--- src/rtl/mips_pkg.sv ---
// rtl/mips_pkg.sv - shared MIPS pipeline encodings, vectors and IF/ID bubble value
package mips_pkg;

    localparam logic [1:0] PCSRC_SEQ  = 2'b00;
    localparam logic [1:0] PCSRC_JUMP = 2'b01;
    localparam logic [1:0] PCSRC_JR   = 2'b10;

    localparam logic [31:0] DEFAULT_RESET_PC = 32'h8000_0000;
    localparam logic [31:0] DEFAULT_INTR_PC  = 32'h8000_0004;
    localparam logic [31:0] DEFAULT_EXCP_PC  = 32'h8000_0008;

    // sll $0,$0,0
    localparam logic [31:0] NOP_INSTR = 32'h0000_0000;

    function automatic logic [31:0] jumpTarget(input logic [31:0] pcPlus4, input logic [31:0] instr);
        return {pcPlus4[31:28], instr[25:0], 2'b00};
    endfunction

endpackage

--- src/rtl/if_id_reg.sv ---
// rtl/if_id_reg.sv - IF/ID pipeline register with hold and bubble controls
module if_id_reg
    import mips_pkg::*;
(
    input  logic        clk,
    input  logic        rst_n,
    input  logic        hold,
    input  logic        flush,
    input  logic [31:0] nextInstr,
    input  logic [31:0] nextPcPlus4,
    output logic [31:0] regInstr,
    output logic [31:0] regPcPlus4,
    output logic        regValid
);

    // flush beats hold so a trap can squash ID even while a stall is pending
    always_ff @(posedge clk) begin
        if (!rst_n) begin
            regInstr   <= NOP_INSTR;
            regPcPlus4 <= 32'h0;
            regValid   <= 1'b0;
        end else if (flush) begin
            regInstr   <= NOP_INSTR;
            regPcPlus4 <= 32'h0;
            regValid   <= 1'b0;
        end else if (!hold) begin
            regInstr   <= nextInstr;
            regPcPlus4 <= nextPcPlus4;
            regValid   <= 1'b1;
        end
    end

endmodule

--- src/rtl/if_fetch_stage.sv ---
// rtl/if_fetch_stage.sv - MIPS IF stage: PC, next-PC priority mux, IF/ID register
module if_fetch_stage
    import mips_pkg::*;
#(
    parameter logic [31:0] RESET_PC = DEFAULT_RESET_PC,
    parameter logic [31:0] INTR_PC  = DEFAULT_INTR_PC,
    parameter logic [31:0] EXCP_PC  = DEFAULT_EXCP_PC
) (
    input  logic        clk,
    input  logic        rst_n,
    input  logic        stall,
    input  logic [1:0]  pc_src,
    input  logic        ctrl_flush,
    input  logic        bad_op,
    input  logic        branch_taken,
    input  logic [31:0] branch_target,
    input  logic [31:0] jr_target,
    input  logic        irq,
    output logic [31:0] imem_addr,
    input  logic [31:0] imem_rdata,
    output logic [31:0] if_id_instr,
    output logic [31:0] if_id_pc_plus4,
    output logic        if_id_valid,
    output logic        pc31,
    output logic        id_flush,
    output logic        epc_we,
    output logic [31:0] epc_value
);

    logic [31:0] pc;
    logic [31:0] pcPlus4;
    logic [31:0] nextPc;
    logic        trapTake;
    logic        intrTake;
    logic        redirect;
    logic        fetchHold;
    logic        fetchFlush;

    assign pcPlus4   = pc + 32'd4;
    assign imem_addr = pc;
    assign pc31      = if_id_pc_plus4[31];

    // irq waits out any redirect so EPC never lands on a squashed path
    always_comb begin
        trapTake = bad_op && if_id_valid;
        redirect = branch_taken || (pc_src == PCSRC_JUMP) || (pc_src == PCSRC_JR);
        intrTake = irq && !pc31 && if_id_valid && !stall && !redirect && !trapTake;
    end

    always_comb begin
        nextPc     = pcPlus4;
        fetchHold  = 1'b0;
        fetchFlush = 1'b0;
        if (trapTake) begin
            nextPc     = EXCP_PC;
            fetchFlush = 1'b1;
        end else if (stall) begin
            nextPc    = pc;
            fetchHold = 1'b1;
        end else if (branch_taken) begin
            nextPc     = branch_target;
            fetchFlush = 1'b1;
        end else if (pc_src == PCSRC_JUMP) begin
            nextPc     = jumpTarget(if_id_pc_plus4, if_id_instr);
            fetchFlush = ctrl_flush;
        end else if (pc_src == PCSRC_JR) begin
            nextPc     = {jr_target[31:2], 2'b00};
            fetchFlush = ctrl_flush;
        end else if (intrTake) begin
            nextPc     = INTR_PC;
            fetchFlush = 1'b1;
        end
    end

    always_comb begin
        id_flush  = 1'b0;
        epc_we    = 1'b0;
        epc_value = 32'h0;
        if (rst_n) begin
            id_flush = trapTake || intrTake;
            epc_we   = trapTake || intrTake;
            if (trapTake) begin
                epc_value = if_id_pc_plus4;
            end else if (intrTake) begin
                epc_value = if_id_pc_plus4 - 32'd4;
            end
        end
    end

    always_ff @(posedge clk) begin
        if (!rst_n) begin
            pc <= RESET_PC;
        end else begin
            pc <= nextPc;
        end
    end

    if_id_reg ifIdReg (
        .clk         (clk),
        .rst_n       (rst_n),
        .hold        (fetchHold),
        .flush       (fetchFlush),
        .nextInstr   (imem_rdata),
        .nextPcPlus4 (pcPlus4),
        .regInstr    (if_id_instr),
        .regPcPlus4  (if_id_pc_plus4),
        .regValid    (if_id_valid)
    );

endmodule

--- config.mk ---
export PLATFORM = sky130hd
export DESIGN_NAME = if_fetch_stage
export DESIGN_NICKNAME = d
export VERILOG_FILES = /design/src/rtl/mips_pkg.sv /design/src/rtl/if_id_reg.sv /design/src/rtl/if_fetch_stage.sv
export SDC_FILE = /design/constraint.sdc
export NUM_CORES = 1
export LEC_CHECK = 0
export ABC_AREA = 0
export CAP_MARGIN = 20
export CORE_AREA = 2 2 117 119
export DETAILED_ROUTE_END_ITERATION = 8
export DIE_AREA = 0 0 119 121
export PLACE_DENSITY = 0.87
export SYNTH_ARGS = -nofsm -noshare
export SYNTH_HDL_FRONTEND = slang
export SYNTH_SLANG_ARGS = --single-unit
--- constraint.sdc ---
create_clock -name clk -period 2.6 [get_ports clk]
set_input_delay 0.26 -clock clk [delete_from_list [all_inputs] [get_ports clk]]
set_output_delay 0.26 -clock clk [all_outputs]
set_load 0.02 [all_outputs]
Word level (Yosys, flattened, before mapping). Cells that the tools add are included.

Bits in registers: 97. Logic and storage cells: 44. Output and inout port bits: 132. Input port bits: 105.

Mux-type cells: 18. Bitwise operators: 1. Equal/unequal tests: 3. Add/subtract/negate cells: 2. Reduce and logical (&&, ||, !) cells: 15.

Operators by type and width (number): 32-bit two-way mux (7); 32-bit by 3-bit adder with 32-bit output, second input constant (1); 32-bit by 3-bit subtractor with 32-bit output, second input constant (1); 1-bit two-way mux (9); 4-bit two-way mux (2); 1-bit logical AND (6); 1-bit logical NOT (4); 2-bit OR reduction (2); 1-bit logical OR (3); 2-bit by 1-bit equality test with 1-bit output, second input constant (1); 2-bit equality test, second input constant (1); 2-bit by 1-bit != test with 1-bit output, second input constant (1); 1-bit inverter (1).

Depth between registers and ports, before layout.
Depth in word-level cells: 13. Depth in mapped cells: 9. Mapped depth without buffers: 6.

By module. A second synthesis with hierarchy kept.

Cell total of the unflattened synthesis: 663. Area total of the unflattened synthesis: 5641.7 um2.

Modules (own cells, without submodules): if_fetch_stage (area an instance 3315.7 um2, cells an instance 453, sequential area each 640.6 um2, instances 1); if_id_reg (area an instance 2326.0 um2, cells an instance 210, sequential area each 1301.2 um2, instances 1).

Least setup slack after synthesis. No wires, ideal clock.

Path type: register to output. Start point: register ifIdReg.regPcPlus4[15]. End point: output port epc_value[29]. Stages on the path, launching flop included: 7. Setup slack: 0.173 ns. Buffers on the path: 1. Required time: 2.340 ns. Arrival: 2.167 ns. Path through: dfxtp_1 or4_1 buf_2 or4_4 nor4_4 xnor2_1 nor2_1.

Word-level cells in the longest chain between the ends: 4.

Ends and longest elaborated chain: start, declared (RTL line if_id_reg.sv:12) `output logic [31:0] regPcPlus4,`; start signal, assigned (RTL line if_id_reg.sv:28) `regPcPlus4 <= nextPcPlus4;`; 32-bit by 3-bit subtractor with 32-bit output (RTL line if_fetch_stage.sv:85) `epc_value = if_id_pc_plus4 - 32'd4;`; 32-bit two-way mux (RTL line if_fetch_stage.sv:84) `end else if (intrTake) begin`; 32-bit two-way mux (RTL line if_fetch_stage.sv:82) `if (trapTake) begin`; 32-bit two-way mux (RTL line if_fetch_stage.sv:79) `if (rst_n) begin`; end, declared (RTL line if_fetch_stage.sv:27) `output logic [31:0] epc_value`.

No other way between the ends.

Worst setup path after layout.
Start point: register ifIdReg.regPcPlus4[19]. End point: output port epc_value[28].

The elaborated chain is that of the path after synthesis.

==> impl_metrics.yaml <==
critical_path:
  cp_top_family: "simple AND/OR/NAND/NOR gates"
  arrival_ns: 2.44
  crit_chain: "or4_4, or4_4, buf_4, nor4_4, xnor2_1, nor2_1, buf_4"
  crit_required_ns: 2.34
  worst_r2r_path_depth: 5
  cp_num_cells: 7
  slowest_delay_ns: 0.57
  cp-end-kind: "primary output"
  cp_max_fo: 5
  crit_type: "flop to primary output"
  critical_path_buf_inv_count: 2
  critPathLaunchType: "flop"
  slowest_stage: "or4_4"
floorplanning:
  core_mm2: 0.0131
  initial_core_util: 0.427
  row_count: 42
  dieWidth_um: 119
  io_pins: 237
  die_area_mm2: 0.0144
  die_h_um: 121
synth:
  synth_fp_nets: 834
  synth_top_family_by_area: "simple AND/OR/NAND/NOR gates"
  synth_compound_area_frac: 0.228
  async_reset_ff_frac: 0
  synth_seq_cells: 97
  netlist_area_mm2: 0.00559
  synth-adder-area-share: 0.00448
  synth_warnings: 0
  synth_xor_area_frac: 0.0799
  seq_area_frac_synth: 0.348
  syn_area_per_cell_um2: 7.69
  yosys.area.top_type: "dfxtp_1"
  synthFlopType: "dfxtp_1"
  synth_mux_area_frac: 0.00179
  synthSimpleGateAreaFrac: 0.283
  synth_edf_count: 0
  synthCells: 727
  ys_types: 58
  synth_area_leaders: "dfxtp_1 35%, nand2_1 7.1%, xnor2_1 5.0%, nor2_1 4.9%, a21oi_1 4.7%"
  synth_top_cell_area_share: 0.348
routing:
  dr_wl_met2_mm: 10.6
  drtPass1Iterations: 5
  routed_wl_mm: 21.9
  final_antenna_net_count: 0
  num_vias: 6688
  highest_layer: "met4"
  met1_length_mm: 8.73
  met3_wirelength_mm: 1.86
  vias_per_cell: 5.72
  drt_iter0_drc: 478
  wl_per_cell_um: 18.7
  drc_errors: 0
cts:
  clockBufferDepth: 2
  clock_latency_ns: 0.35
  numCtsBuffers: 9
  cts-root-buf: "clkbuf_16"
  clock-sinks: 97
  h-tree-depth: 3
  hold_buffers: 0
  clk_pin_slew_worst_paths_ns: 0.07
  cts_tree: "yes"
hold_path:
  whs_path_depth: 3
  hold_path_class: "input pin to flop"
job:
  drv_cap: 0
timing:
  timing.final.crit_period_ns: 2.70
  skew_ns: 0.00556
  slew_headroom: 0.654
  fin_tns_setup_ns: -0.309
  period_share: 1.04
  setup_ws_ns: -0.0972
  setup_viol: 5
  slew_viol_final: 0
  worstMarginPinSlew_ns: 0.518
  timing.final.hold_violations: 0
  rsz0062_at_grt: "yes"
  fmax_ghz: 0.371
power:
  peakVddDrop_mv: 0.258
  cellPowerDensity_mw_per_mm2: 518
  power.leakage_nw: 3.45
cells_and_area:
  layout_commonest_cell: "clkdlybuf4s50_1"
  final_net_count: 1095
  fin_area_mm2: 0.00892
  drive_gt1_frac: 0.144
  antenna_cells: 0
  area_growth_pct: 59.6
  layoutNonFillerInstCount: 1169
  final_cell_mix: "202 x clkdlybuf4s50_1, 105 x nand2_1, 95 x dfxtp_1, 75 x buf_4, 71 x nor2_1"
placement:
  dp.cells: 1145
  gp_congestion: 0.929
  dpl.hpwl_mm: 16.2
  placed_area_mm2: 0.00848
  io_buffers: 234
  place_ws_ns: -0.412
grt:
  grt_max_degree: 47
  antenna_found_initial: 0
  grt_first_pass_wirelength_mm: 33.9
  grt_pass1_vias: 6461
  grt_use_total: 0.297
  grt-ovfl-total: 0
run_status:
  violations: "setup timing"
  status: "complete, but fails checks"
[what timing repair did]
action / CTS / global route
resized for setup: 59 / 43
setup buffers: 7 / 2
setup endpoints to repair: 32 / 27
pin swaps: 4 / 12
[cell families (layout without fill, tap and decap cells)]
family / Yosys count / in the layout
AO/OA/AOI/OAI: 187 / 187
XOR/XNOR: 51 / 51
adder cells (fa/ha/maj): 2 / 2
buffers and inverters: 70 / 336
flip-flops: 97 / 97
multiplexers: 1 / 1
AND/OR/NAND/NOR: 319 / 319
[through the flow]
step	util	total power, W	hold slack (ns)
2_1_floorplan	-	0.00245	0.378
5_1_grt	0.682	0.00482	0.467
4_1_cts	0.679	0.00459	0.450
3_3_place_gp	0.648	0.00311	0.439
6_report	0.682	0.00462	0.453
3_5_place_dp	0.648	0.00314	0.443
[sequential cells by signal, summed over array words and instances (netlist names)]
signal,count
ifIdReg.regPcPlus4,32
ifIdReg.regValid,1
imem_addr,32
ifIdReg.regInstr,32
[area by class of cell]
class | count | area, µm²
fillers | 1109 | 4170
multi-input cells | 560 | 3480
repair buffers | 309 | 2930
flip-flops and latches | 97 | 1940
clock buffers | 14 | 274
well taps | 176 | 220
inverters | 11 | 41.3
clock inverters | 2 | 35.0
[where the power goes]
group | internal, W | leakage [nW] | switching, W
logic | 0.000739 | 2.50 | 0.000774
registers | 0.00159 | 0.797 | 0.000126
clock network | 0.000825 | 0.153 | 0.000573
[worst register-to-register path, cell delays in order (launching register included)]
cell,delay [ns]
dfxtp_1,0.47
and4_1,0.35
and4_1,0.35
nand4_1,0.22
or4b_2,0.71
nand3_1,0.10
[worst paths after layout]
kind / start / endpoint / slack (ns)
worst max-delay path: ifIdReg.regPcPlus4[19]$_SDFFE_PP0N_ / epc_value[28] / -0.1
worst min register to register: ifIdReg.regInstr[28]$_SDFFE_PP0N_ / ifIdReg.regInstr[28]$_SDFFE_PP0N_ / 0.45
worst max register to register: imem_addr[16]$_SDFFE_PP0N_ / imem_addr[28]$_SDFFE_PP0N_ / 0.34
worst min-delay path: imem_rdata[18] / ifIdReg.regInstr[18]$_SDFFE_PP0N_ / 0.45
[cells in the mapped netlist (4+ instances only)]
master,n
nor2b_1,11
a211oi_1,22
o221a_2,4
clkbuf_1,39
or2_2,4
a221o_1,5
nor4_2,4
nor3_1,35
a221oi_1,23
o21ai_0,29
xor2_1,19
nor4_1,11
o22ai_1,12
inv_1,10
and4_1,7
and2_1,7
nand4_1,13
a21oi_1,53
or4_1,7
buf_2,7
dfxtp_1,97
xnor2_1,32
o221ai_1,13
nand3_1,17
buf_4,9
nand2_1,106
and3_1,5
or3_1,8
nor2_1,73
[metal layers]
metal | global-route usage | vias to the layer above
met4 | 0.106 | 0
met1 | 0.356 | 3136
met3 | 0.0785 | 59
met2 | 0.512 | 328
met5 | 0 | -
li1 | - | 3165
Power figures use the tool's default switching activity.
